`config.mk`:
```
export PLATFORM = sky130hd
export DESIGN_NAME = sonar_uc_param
export DESIGN_NICKNAME = d
export VERILOG_FILES = /design/src/rtl/sonar_pkg.sv /design/src/rtl/contador_m.sv /design/src/rtl/sonar_uc_param.sv
export SDC_FILE = /design/constraint.sdc
export NUM_CORES = 1
export LEC_CHECK = 0
export ABC_AREA = 1
export CAP_MARGIN = 20
export CORE_MARGIN = 2
export CORE_UTILIZATION = 55
export CTS_CLUSTER_SIZE = 20
export DETAILED_ROUTE_END_ITERATION = 16
export PLACE_DENSITY = 0.74
export SLEW_MARGIN = 40
export SYNTH_ARGS = -nofsm -noshare
export SYNTH_HDL_FRONTEND = slang
export SYNTH_SLANG_ARGS = --single-unit
```
`constraint.sdc`:
```
create_clock -name clock -period 1.81 [get_ports clock]
set_input_delay 0.362 -clock clock [delete_from_list [all_inputs] [get_ports clock]]
set_output_delay 0.362 -clock clock [all_outputs]
set_load 0.005 [all_outputs]
```
`src/rtl/sonar_pkg.sv`:
```
// Shared definitions for the sonar sweep controller: state codes (also the db_estado encoding)
// and a width helper for parameter-dependent buses.
package sonar_pkg;

  typedef enum logic [3:0] {
    StInicial         = 4'd0,
    StPreparacao      = 4'd1,
    StEspera          = 4'd2,
    StMede            = 4'd3,
    StAguardaMedida   = 4'd4,
    StTransmite       = 4'd5,
    StEsperaSerial    = 4'd6,
    StAtualizaSerial  = 4'd7,
    StAtualizaPosicao = 4'd8,
    StFim             = 4'd9
  } estado_e;

  // Bits needed to index n items, never less than one.
  function automatic int unsigned largura(input int unsigned n);
    return (n > 1) ? $clog2(n) : 1;
  endfunction

endpackage

```
`src/rtl/contador_m.sv`:
```
// Modulus-M up counter with synchronous clear; fim flags the terminal count M-1.
module contador_m
  import sonar_pkg::*;
#(
  parameter int unsigned M = 16
) (
  input  logic clock,
  input  logic reset,
  input  logic zera,
  input  logic conta,
  output logic fim
);

  localparam int unsigned W = largura(M);

  logic [W-1:0] cnt_q;

  always_ff @(posedge clock or negedge reset) begin
    if (!reset) begin
      cnt_q <= '0;
    end else if (zera) begin
      cnt_q <= '0;
    end else if (conta) begin
      cnt_q <= fim ? '0 : cnt_q + W'(1);
    end
  end

  assign fim = (cnt_q == W'(M - 1));

endmodule

```
`src/rtl/sonar_uc_param.sv`:
```
// Sonar control unit: steps a servo through N_POS positions, triggers a measurement at each
// and ships N_CHAR serial characters per result, with settling delay and measurement timeout.
module sonar_uc_param
  import sonar_pkg::*;
#(
  parameter int unsigned N_POS     = 8,
  parameter int unsigned N_CHAR    = 4,
  parameter int unsigned T_ESPERA  = 50_000_000,
  parameter int unsigned T_TIMEOUT = 2_000_000,
  parameter int unsigned PING_PONG = 0,
  parameter int unsigned CONTINUO  = 1
) (
  input  logic                        clock,
  input  logic                        reset,
  input  logic                        ligar,
  input  logic                        pronto_medida,
  input  logic                        pronto_serial,
  output logic                        medir,
  output logic                        partida_serial,
  output logic [largura(N_POS)-1:0]   posicao,
  output logic [largura(N_CHAR)-1:0]  indice_char,
  output logic                        erro_medida,
  output logic                        fim_varredura,
  output logic [3:0]                  db_estado
);

  localparam int unsigned PW = largura(N_POS);
  localparam int unsigned CW = largura(N_CHAR);
  localparam logic [PW-1:0] PosMax  = PW'(N_POS - 1);
  localparam logic [CW-1:0] CharMax = CW'(N_CHAR - 1);

  estado_e       state_q, state_d;
  logic [PW-1:0] pos_q, pos_nxt;
  logic [CW-1:0] char_q, char_nxt;
  logic          desce_q, desce_nxt;  // 1 while ping-pong sweep heads toward position 0
  logic          wrap;
  logic          fim_espera, fim_timeout;

  contador_m #(.M(T_ESPERA)) u_timer (
    .clock (clock),
    .reset (reset),
    .zera  (state_q == StPreparacao),
    .conta (state_q == StEspera),
    .fim   (fim_espera)
  );

  contador_m #(.M(T_TIMEOUT)) u_timeout (
    .clock (clock),
    .reset (reset),
    .zera  (state_q == StMede),
    .conta (state_q == StAguardaMedida),
    .fim   (fim_timeout)
  );

  // Next position/character values, applied only in the matching update state.
  always_comb begin
    pos_nxt   = pos_q;
    desce_nxt = desce_q;
    wrap      = 1'b0;
    if (PING_PONG == 0) begin
      wrap    = (pos_q == PosMax);
      pos_nxt = wrap ? '0 : pos_q + PW'(1);
    end else if (!desce_q) begin
      wrap      = (pos_q == PosMax);
      pos_nxt   = wrap ? pos_q - PW'(1) : pos_q + PW'(1);
      desce_nxt = wrap;
    end else begin
      wrap      = (pos_q == '0);
      pos_nxt   = wrap ? pos_q + PW'(1) : pos_q - PW'(1);
      desce_nxt = !wrap;
    end
    char_nxt = (char_q == CharMax) ? '0 : char_q + CW'(1);
  end

  always_ff @(posedge clock or negedge reset) begin
    if (!reset) begin
      pos_q   <= '0;
      char_q  <= '0;
      desce_q <= 1'b0;
    end else if (state_q == StPreparacao) begin
      pos_q   <= '0;
      char_q  <= '0;
      desce_q <= 1'b0;
    end else if (state_q == StAtualizaSerial) begin
      char_q <= char_nxt;
    end else if (state_q == StAtualizaPosicao) begin
      pos_q   <= pos_nxt;
      desce_q <= desce_nxt;
    end
  end

  always_ff @(posedge clock or negedge reset) begin
    if (!reset) begin
      state_q <= StInicial;
    end else begin
      state_q <= state_d;
    end
  end

  always_comb begin
    state_d = state_q;
    case (state_q)
      StInicial:         if (ligar) state_d = StPreparacao;
      StPreparacao:      state_d = StEspera;
      StEspera:          if (fim_espera) state_d = StMede;
      StMede:            state_d = StAguardaMedida;
      StAguardaMedida: begin
        if (pronto_medida) begin
          state_d = StTransmite;
        end else if (fim_timeout) begin
          state_d = StAtualizaPosicao;
        end
      end
      StTransmite:       state_d = StEsperaSerial;
      StEsperaSerial:    if (pronto_serial) state_d = StAtualizaSerial;
      StAtualizaSerial:  state_d = (char_q == CharMax) ? StAtualizaPosicao : StTransmite;
      StAtualizaPosicao: state_d = (wrap && CONTINUO == 0) ? StFim : StEspera;
      StFim:             if (!ligar) state_d = StInicial;
      default:           state_d = StInicial;
    endcase
    if (!ligar && state_q != StInicial && state_q != StFim) begin
      state_d = StInicial;
    end
  end

  always_comb begin
    medir          = (state_q == StMede);
    partida_serial = (state_q == StTransmite);
    erro_medida    = (state_q == StAguardaMedida) && fim_timeout;
    fim_varredura  = (state_q == StAtualizaPosicao) && wrap;
    posicao        = pos_q;
    indice_char    = char_q;
    db_estado      = state_q;
  end

endmodule

```
# --- After elaboration in Yosys (flattened, before gate mapping) ---
# Index checks and enable logic that the tools add are counted.
op_classes:
  mux: 22
  n_reduce_logical: 14
  n_eq_ne: 20
  addsub: 4
op_table:
  columns: ["cell", "n"]
  rows:
  - ["$mux W26", 3]
  - ["$mux W21", 3]
  - ["$pmux W4 S9", 1]
  - ["$mux W4", 8]
  - ["$add A26 B1 Y26 const B", 1]
  - ["$eq A26 B26 Y1 const B", 1]
  - ["$add A21 B1 Y21 const B", 1]
  - ["$eq A21 B21 Y1 const B", 1]
  - ["$eq A4 B3 Y1 const B", 4]
  - ["$mux W3", 4]
  - ["$ne A3 B3 Y1 const B", 4]
  - ["$eq A4 B2 Y1 const B", 2]
  - ["$eq A4 B4 Y1 const B", 2]
  - ["$ne A4 B4 Y1 const B", 2]
  - ["$reduce_bool A2 Y1", 4]
  - ["$mux W2", 3]
  - ["$reduce_and A5 Y1", 1]
  - ["$eq A4 B1 Y1 const B", 1]
  - ["$logic_and A1 B1 Y1", 4]
  - ["$logic_not A4 Y1", 1]
  - ["$reduce_bool A4 Y1", 1]
  - ["$add A3 B1 Y3 const B", 1]
  - ["$eq A3 B3 Y1 const B", 1]
  - ["$add A2 B1 Y2 const B", 1]
  - ["5 further kinds", 5]
totals:
  out_inout_bits: 13
  ff_bits: 56

# --- Logic depth before layout (Yosys ltp) ---
# Gate-level depths: netlist of run 1.
depth:
  depth_word: 5
  depth_mapped: 11

# --- By module ---
# From an unflattened synthesis of run 1, not the netlist that was laid out.
hier_totals:
  cells_unflattened: 514
  area_unflattened_um2: 3661.0
by_module_without_submodules:
  columns: ["mod", "area_each_um2", "n_inst", "cells_each", "seq_area_each_um2"]
  rows:
  - ["contador_m at u_timer", 1657.8, 1, 236, 650.6]
  - ["contador_m at u_timeout", 1363.8, 1, 183, 525.5]
  - ["sonar_uc_param", 639.4, 1, 95, 225.2]

# --- Worst setup path after synthesis of run 1 ---
# OpenSTA, ideal clock, no wires.
synth_path:
  path_kind: "reg2reg"
  from: "reg u_timer.cnt_q[0]"
  to: "reg u_timer.cnt_q[11]"
  path_stages_with_launch: 9
  slack_ps: 342
  setup_time_ps: 130
  required_ps: 1680
  arrival_time_ps: 1338
  path_buffers: 0
  synth_period_minus_slack_ps: 1468
  path_cell_list: "dfrtp_1 ha_1 nand3_2 inv_2 nand2_1 nor2_1 nand2_2 a21oi_4 nor3_1"
synth_between:
  elab_chain_len: 4
synth_lines:
  columns: ["element", "line_no", "source"]
  rows:
  - ["start, declared", "contador_m.sv:16", "logic [W-1:0] cnt_q;"]
  - ["start signal, assigned", "contador_m.sv:24", "cnt_q <= fim ? '0 : cnt_q + W'(1);"]
  - ["$add A26 B1 Y26 or $eq A26 B26 Y1 (tied branches)", "contador_m.sv:24, contador_m.sv:28", null]
  - ["$mux W26 *", "contador_m.sv:24", null]
  - ["$mux W26 *", "contador_m.sv:23", "end else if (conta) begin"]
  - ["$mux W26 *", "contador_m.sv:21", "end else if (zera) begin"]
# Every way passes the cells marked *; elsewhere a longest branch is shown, timed or not. The select of a mux whose other input is x is not followed.
# A chain may end at the register's enable or synchronous reset.

# --- Worst setup path in the final report of run 1 ---
layout_path:
  from: "reg u_timeout.cnt_q[17]"
  to: "out erro_medida"
layout_between:
  elab_chain_len: 2
layout_lines:
  columns: ["element", "line_no", "source"]
  rows:
  - ["start, declared", "contador_m.sv:16", null]
  - ["start signal, assigned", "contador_m.sv:24", null]
  - ["$eq A21 B21 Y1", "contador_m.sv:28", "assign fim = (cnt_q == W'(M - 1));"]
  - ["$logic_and A1 B1 Y1", "sonar_uc_param.sv:129", "erro_medida = (state_q == StAguardaMedida) && fim_timeout;"]
  - ["end, declared", "sonar_uc_param.sv:22", "output logic erro_medida,"]
# No other way between the ends.

==> reports/qor.txt, run 1 <==
Min-Delay Path Class: in2async
Hold Vio Cnt, Final: 0
CTS tree: built
required time of the critical path: 1.45 ns
share of the clock period used by the worst path after layout: 97.02%
total length of routed wires: 8762 um
floorplan core area: 6350 um^2
critical path startpoint category: register
share of the yosys chip area belonging to registers: 38.61%
All-Layer GR Usage: 25.28%
Post-DRT Antenna Nets: 0
number of buffers inserted during clock tree synthesis: 5
number of pins with negative max-slew slack in the final report: 0
clock tree root driver cell: sky130_fd_sc_hd__clkbuf_8
count of flip-flops with a built-in enable after synthesis: 0
Place WS: -0.09146 ns
vias post-DR: 3590
top-level I/O count: 18
pin slew with the least headroom to its limit: 0.4182 ns
worst hold slack after final layout: 0.03966 ns
GRT met2 Usage: 41.55%
top cell type by total area after synthesis: sky130_fd_sc_hd__dfrtp_1
Top Usage Layer GRT: met2
die width: 85.24 um
commonest register cell after synthesis: sky130_fd_sc_hd__dfrtp_1
net total in the final layout: 584
routed vias/inst: 5.506
Yosys reg bits: 56
RePlAce Congestion: 0.9320
Highest Clock Rate: 569.5 MHz
insertion delay to the later sink of the worst-skew pair: 0.31 ns
count of mapped cells out of synthesis: 518
number of antenna violations at the first check in global routing: 0
number of buffers inserted by hold repair at cts: 0
overall power of the completed layout: 3.552 mW
synth-to-layout area growth: 19.17%
mean instance size in the synthesized netlist: 7.007 um^2
worst setup path category: reg2out
GR Overflow Total: 0
run status: complete, no violations
Vert. Die Dim: 85.24 um
share of the synthesized area in the top cell type: 38.61%
min cycle time layout: 1.756 ns
post-route worst setup slack: 0.05400 ns
post-synthesis instance area: 3630 um^2
leading cell types by total area after synthesis: sky130_fd_sc_hd__dfrtp_1 39%, sky130_fd_sc_hd__nand2_1 14%, sky130_fd_sc_hd__nor2_1 7.4%, sky130_fd_sc_hd__nand3_1 6.3%, sky130_fd_sc_hd__inv_1 6.0%
first-pass GRT wire length: 15020 um
Max Fanout on Critical Path: 3
Global Route met3 Usage: 4.572%
end-of-flow core utilization: 68.12%
worst slew margin relative to its limit: 72.05%
initial core utilization: 57.16%
largest clock skew in the final design: 0.007202 ns
pwr dens: 821.2 nW/um^2
Critical Path AT: 1.39 ns
maximum vdd drop: 740.3 uV
most common cell after layout, fill and taps aside: sky130_fd_sc_hd__nand2_1
type of destination of the critical path: output port
diode insertion count for antenna repair: 0
number of iterations in the first detailed-routing pass: 5
total nets after synthesis: 528
area used by multi-input combinational logic: 1992 um^2
level count of the clock H-tree: 2
Iter 0 DRT Violations: 224
leak pwr: 1.978 nW
final instance area: 4325 um^2
Core Rows: 29
unrepaired setup endpoints after global routing: yes
Async S/R FF share, synth: 100.0%
number of remaining DRC errors: 0
Syn. warnings: 0
Sinks on Clock Net: 56
proportion of layout cells with a drive suffix above 1: 17.91%
post-synthesis cell type count: 36
detailed-placement wirelength estimate: 6228 um
Max Cap Viol: 0
port buffer count: 17
Clock Pin Slew Worst Setup and Hold Paths: 0.10 ns
maximum number of pins on one net before global-route repair: 57
global routing met1 resource utilization: 34.23%
final routed wire length divided by cell count: 13.44 um
Die Footprint: 7265 um^2
via count of the first global-routing pass: 3458
final count of negative-setup-slack endpoints: 0
count of fill cells added during filler insertion: 533
Reg area: 1404 um^2
cell area after placement: 4088 um^2
leading cell types in the layout, fill and taps excluded: 131 x sky130_fd_sc_hd__nand2_1, 65 x sky130_fd_sc_hd__nor2_1, 55 x sky130_fd_sc_hd__inv_1
largest buffer count on any clock path: 2
## synthesized netlist by cell type (3+ instances only)
cell type,n
sky130_fd_sc_hd__nand3b_1,4
sky130_fd_sc_hd__nor2_4,4
sky130_fd_sc_hd__nor2_2,9
sky130_fd_sc_hd__nor3_1,11
sky130_fd_sc_hd__inv_2,7
sky130_fd_sc_hd__buf_2,6
sky130_fd_sc_hd__nand2_1,133
sky130_fd_sc_hd__xor2_1,9
sky130_fd_sc_hd__nand2_2,9
sky130_fd_sc_hd__ha_1,5
sky130_fd_sc_hd__nand3_1,46
sky130_fd_sc_hd__o22ai_1,3
sky130_fd_sc_hd__dfrtp_1,56
sky130_fd_sc_hd__xnor2_1,3
sky130_fd_sc_hd__nor2_1,72
sky130_fd_sc_hd__inv_1,58
sky130_fd_sc_hd__o21ai_1,8
sky130_fd_sc_hd__a21oi_1,16
sky130_fd_sc_hd__nand4_1,12
sky130_fd_sc_hd__o21ai_0,25
## through the flow
stage	cells	setup TNS, ns
final	652	0
after global routing	652	-0.03121
after CTS	650	-0.09743
after detailed placement	635	-0.5566
after global placement	635	-0.07570
after floorplan	518	0
## worst paths after layout
path	start	end	slack [ns]	cells after the start
worst max register to register	u_timeout.cnt_q[17]$_DFFE_PN0P_	u_timeout.cnt_q[1]$_DFFE_PN0P_	0.10	11
worst min register to register	u_timeout.cnt_q[18]$_DFFE_PN0P_	u_timeout.cnt_q[18]$_DFFE_PN0P_	0.52	2
max in group asynchronous	reset	db_estado[3]$_DFFE_PN0P_	1.49	2
worst min-delay path	reset	u_timer.cnt_q[24]$_DFFE_PN0P_	0.04	2
min in group clock	u_timeout.cnt_q[18]$_DFFE_PN0P_	u_timeout.cnt_q[18]$_DFFE_PN0P_	0.52	2
worst max-delay path	u_timeout.cnt_q[17]$_DFFE_PN0P_	erro_medida	0.05	7
## critical path, cell delays in order (launching register included)
cell and delay, ns:
sky130_fd_sc_hd__dfrtp_1 0.37, sky130_fd_sc_hd__inv_2 0.06, sky130_fd_sc_hd__nor2_4 0.10, sky130_fd_sc_hd__nand2_1 0.07, sky130_fd_sc_hd__nor2_2 0.15, sky130_fd_sc_hd__nand3_2 0.12
sky130_fd_sc_hd__nor2_1 0.10, sky130_fd_sc_hd__clkbuf_2 0.12
## layout make-up
class                      count  share of cell area [%]
multi-input combinational    388                   46.05
tap                           77                   2.227
sequential                    56                   32.46
timing repair buffer          57                   11.34
clock buffer                   8                   2.083
inverter                      66                   5.843
## report_power, final
part           internal [mW]  total [mW]  switching [mW]
logic                  0.542        1.39           0.851
registers               1.36        1.44          0.0860
clock network          0.314       0.716           0.402
## sequential cells by signal (all words and copies together), names as in the netlist
signal	cells
db_estado	4
indice_char	2
posicao	3
u_timeout.cnt_q	21
u_timer.cnt_q	26
## layer usage
layer  wire, um  share of wire [%]
met1       4070                 46
met2       4139                 47
met3        445                5.1
met4        106                1.2
met5          0                  0
## kinds of logic after synthesis
kind of cell	after synthesis	synth area share (%)
xor+xnor	12	2.896
simple gates	308	38.54
buf+inv	74	8.239
flops	56	38.61
compound gates	63	9.996
fa+ha+maj	5	1.724
## what timing repair did
action / in CTS / in global routing
buffers inserted: 7 / 2
pin swaps: 4 / 5
endpoints found under the setup margin: 11 / 32
gates resized for setup: 16 / 17
No activity file was read; power rests on OpenSTA's default activity.
==> inputs of run 2 (changes only) <==
--- a/config.mk
+++ b/config.mk
@@ -7,7 +7,7 @@
 export LEC_CHECK = 0
 export ABC_AREA = 1
 export CAP_MARGIN = 20
-export CORE_MARGIN = 2
+export CORE_MARGIN = 3
 export CORE_UTILIZATION = 55
 export CTS_CLUSTER_SIZE = 20
 export DETAILED_ROUTE_END_ITERATION = 16
==> run 2 against run 1 <==
Against the previous run:
- critical path depth fell by 1
- fmax fell by 0.82%
- first-iteration DRC count rose by 57%
- register-to-register slack got worse by 0.04 ns
- setup slack got worse by 0.014 ns
- design area rose by 3.3%
- combinational power rose by 4%
- global-route usage rose by 1.1 points
- final cell count rose by 1.8%
- sequential power barely moved
- worst hold slack improved by 0.47 ns
==> reports/qor.txt, run 2 (synthesis results as in run 1) <==
Max Fanout on Critical Path: 3 (unchanged)
number of iterations in the first detailed-routing pass: 5 (unchanged)
maximum number of pins on one net before global-route repair: 24 (was 57)
leading cell types in the layout, fill and taps excluded: 128 x sky130_fd_sc_hd__nand2_1, 64 x sky130_fd_sc_hd__nor2_1, 56 x sky130_fd_sc_hd__inv_1 (was 131 x sky130_fd_sc_hd__nand2_1, 65 x sky130_fd_sc_hd__nor2_1, 55 x sky130_fd_sc_hd__inv_1)
worst reg2reg path endpoint: posicao[0]$_DFFE_PN0P_ (was u_timeout.cnt_q[1]$_DFFE_PN0P_)
critical path startpoint category: register (unchanged)
count of fill cells added during filler insertion: 513 (was 533)
leak pwr: 2.060 nW (was 1.978 nW)
floorplan core area: 6166 um^2 (was 6350 um^2)
final total negative setup slack: 0 ns (unchanged)
insertion delay to the later sink of the worst-skew pair: 0.32 ns (was 0.31 ns)
type of destination of the critical path: output port (unchanged)
Min-Delay Path Class: in2async (unchanged)
most common cell after layout, fill and taps aside: sky130_fd_sc_hd__nand2_1 (unchanged)
pwr dens: 848.9 nW/um^2 (was 821.2 nW/um^2)
number of antenna violations at the first check in global routing: 0 (unchanged)
unrepaired setup endpoints after global routing: yes (unchanged)
synth-to-layout area growth: 23.13% (was 19.17%)
Worst R2R Path Depth: 11 (unchanged)
Iter 0 DRT Violations: 351 (was 224)
final routed wire length divided by cell count: 14.15 um (was 13.44 um)
Die Footprint: 7610 um^2 (was 7265 um^2)
run status: complete, no violations (unchanged)
share of the clock period used by the worst path after layout: 97.82% (was 97.02%)
overall power of the completed layout: 3.794 mW (was 3.552 mW)
first-pass GRT wire length: 16120 um (was 15020 um)
Highest Clock Rate: 564.8 MHz (was 569.5 MHz)
top-level I/O count: 18 (unchanged)
detailed-placement wirelength estimate: 6597 um (was 6228 um)
number of buffers inserted during clock tree synthesis: 5 (unchanged)
Hold Vio Cnt, Final: 0 (unchanged)
number of pins with negative max-slew slack in the final report: 0 (unchanged)
Core Rows: 28 (was 29)
net total in the final layout: 598 (was 584)
Vert. Die Dim: 87.24 um (was 85.24 um)
cell area after placement: 4123 um^2 (was 4088 um^2)
largest register by flop count: u_timer.cnt_q (unchanged)
min cycle time layout: 1.770 ns (was 1.756 ns)
Max Cap Viol: 0 (unchanged)
slack of the worst reg-to-reg path: 0.06 ns (was 0.10 ns)
worst setup path category: reg2out (unchanged)
Post-DRT Antenna Nets: 0 (unchanged)
worst slew margin relative to its limit: 69.64% (was 72.05%)
GR Overflow Total: 0 (unchanged)
pin slew with the least headroom to its limit: 0.4554 ns (was 0.4182 ns)
startpoint of the lowest-slack register-to-register path: posicao[0]$_DFFE_PN0P_ (was u_timeout.cnt_q[17]$_DFFE_PN0P_)
total length of routed wires: 9395 um (was 8762 um)
initial core utilization: 58.87% (was 57.16%)
die width: 87.24 um (was 85.24 um)
via count of the first global-routing pass: 3525 (was 3458)
required time of the critical path: 1.45 ns (about the same)
final instance area: 4469 um^2 (was 4325 um^2)
Critical Path AT: 1.41 ns (was 1.39 ns)
vias post-DR: 3668 (was 3590)
end-of-flow core utilization: 72.48% (was 68.12%)
number of remaining DRC errors: 0 (unchanged)
RePlAce Congestion: 0.9417 (was 0.9320)
All-Layer GR Usage: 26.41% (was 25.28%)
CTS tree: built (unchanged)
max FFs per register: 26 (unchanged)
final count of negative-setup-slack endpoints: 0 (unchanged)
diode insertion count for antenna repair: 0 (unchanged)
proportion of layout cells with a drive suffix above 1: 20.71% (was 17.91%)
Clock Pin Slew Worst Setup and Hold Paths: 0.10 ns (about the same)
maximum vdd drop: 756.8 uV (was 740.3 uV)
largest buffer count on any clock path: 2 (unchanged)
port buffer count: 17 (unchanged)
Sinks on Clock Net: 56 (unchanged)
clock tree root driver cell: sky130_fd_sc_hd__clkbuf_8 (unchanged)
routed vias/inst: 5.524 (was 5.506)
largest clock skew in the final design: 0.01229 ns (was 0.007202 ns)
level count of the clock H-tree: 2 (unchanged)
-- run 2: changes by cell type in the layout (fill, tap and decap cells not counted), sizes merged --
cell / before / now
buf: 41 / 54
bufinv: 0 / 1
clkbuf: 9 / 7
clkdlybuf4s50: 12 / 11
clkinv: 0 / 1
clkinvlp: 0 / 2
dlygate4sd2: 2 / 1
dlygate4sd3: 0 / 1
dlymetal6s2s: 0 / 1
inv: 66 / 65
-- run 2: worst max path at each step --
stage,depth (start not counted),startpoint,slack [ns],to
after CTS,6,u_timeout.cnt_q[0]$_DFFE_PN0P_,-0.10,erro_medida
final,6,u_timeout.cnt_q[1]$_DFFE_PN0P_,0.04,erro_medida
after global placement,6,u_timeout.cnt_q[16]$_DFFE_PN0P_,-0.07,erro_medida
after global routing,6,u_timeout.cnt_q[0]$_DFFE_PN0P_,-0.05,erro_medida
after floorplan,8,u_timer.cnt_q[0]$_DFFE_PN0P_,0.34,u_timer.cnt_q[11]$_DFFE_PN0P_
after detailed placement,6,u_timeout.cnt_q[16]$_DFFE_PN0P_,-0.08,erro_medida
-- run 2: worst max-delay path: stages, from the launching register on --
cell and delay (ns):
sky130_fd_sc_hd__dfrtp_1 0.38, sky130_fd_sc_hd__ha_2 0.19, sky130_fd_sc_hd__nand2_2 0.08, sky130_fd_sc_hd__nor2_4 0.13, sky130_fd_sc_hd__nand3_2 0.09, sky130_fd_sc_hd__nor2_1 0.11, sky130_fd_sc_hd__buf_2 0.12
-- run 2: power by group --
| part | total, mW | internal [mW] | switching, mW |
|---|---|---|---|
| clock | 0.891 | 0.454 | 0.438 |
| sequential | 1.45 | 1.36 | 0.0918 |
| combinational | 1.45 | 0.576 | 0.878 |
-- run 2: area by class of cell --
cell class	instances	area [um^2]	area share [%]
clock inverter	2	38.79	0.8679
timing repair buffer	70	593.1	13.27
sequential	56	1403	31.38
inverter	66	256.5	5.739
timing repair inverter	1	7.507	0.1680
clock buffer	6	82.58	1.848
multi-input combinational	388	1994	44.62
tap	75	93.84	2.100
-- run 2: per-stage QoR --
stage	setup WS [ns]	cells	hold WS (ns)
final	0.03950	664	0.5106
after global routing	-0.05130	664	0.5384
after CTS	-0.1044	660	0.5355
after detailed placement	-0.07834	638	0.3369
after global placement	-0.06625	638	0.3327
after floorplan	0.3422	518	0.06641
-- run 2: timing repair --
item                                   CTS  global route
setup endpoints to repair                4            26
gates cloned                             0             1
pin swaps                                3            10
endpoints found under the hold margin   16             0
resized for setup                       17            24
hold buffers                             1             0
buffers inserted                        13             3
-- run 2: metal layers --
| layer | global-route usage [%] | routed length (um) | vias to the layer above |
|---|---|---|---|
| li1 | - | - | 1813 |
| met1 | 37.94 | 4427 | 1686 |
| met2 | 41.96 | 4185 | 149 |
| met3 | 3.784 | 621 | 20 |
| met4 | 6.834 | 161 | 0 |
| met5 | 0 | 0 | - |
==> inputs of run 3 (changes only) <==
--- a/config.mk
+++ b/config.mk
@@ -12,7 +12,7 @@
 export CTS_CLUSTER_SIZE = 20
 export DETAILED_ROUTE_END_ITERATION = 16
 export PLACE_DENSITY = 0.74
-export SLEW_MARGIN = 40
+export SLEW_MARGIN = 10
 export SYNTH_ARGS = -nofsm -noshare
 export SYNTH_HDL_FRONTEND = slang
 export SYNTH_SLANG_ARGS = --single-unit
==> results of run 3 <==
Same layout as run 2: the final DEF is identical, and so are final timing and power.
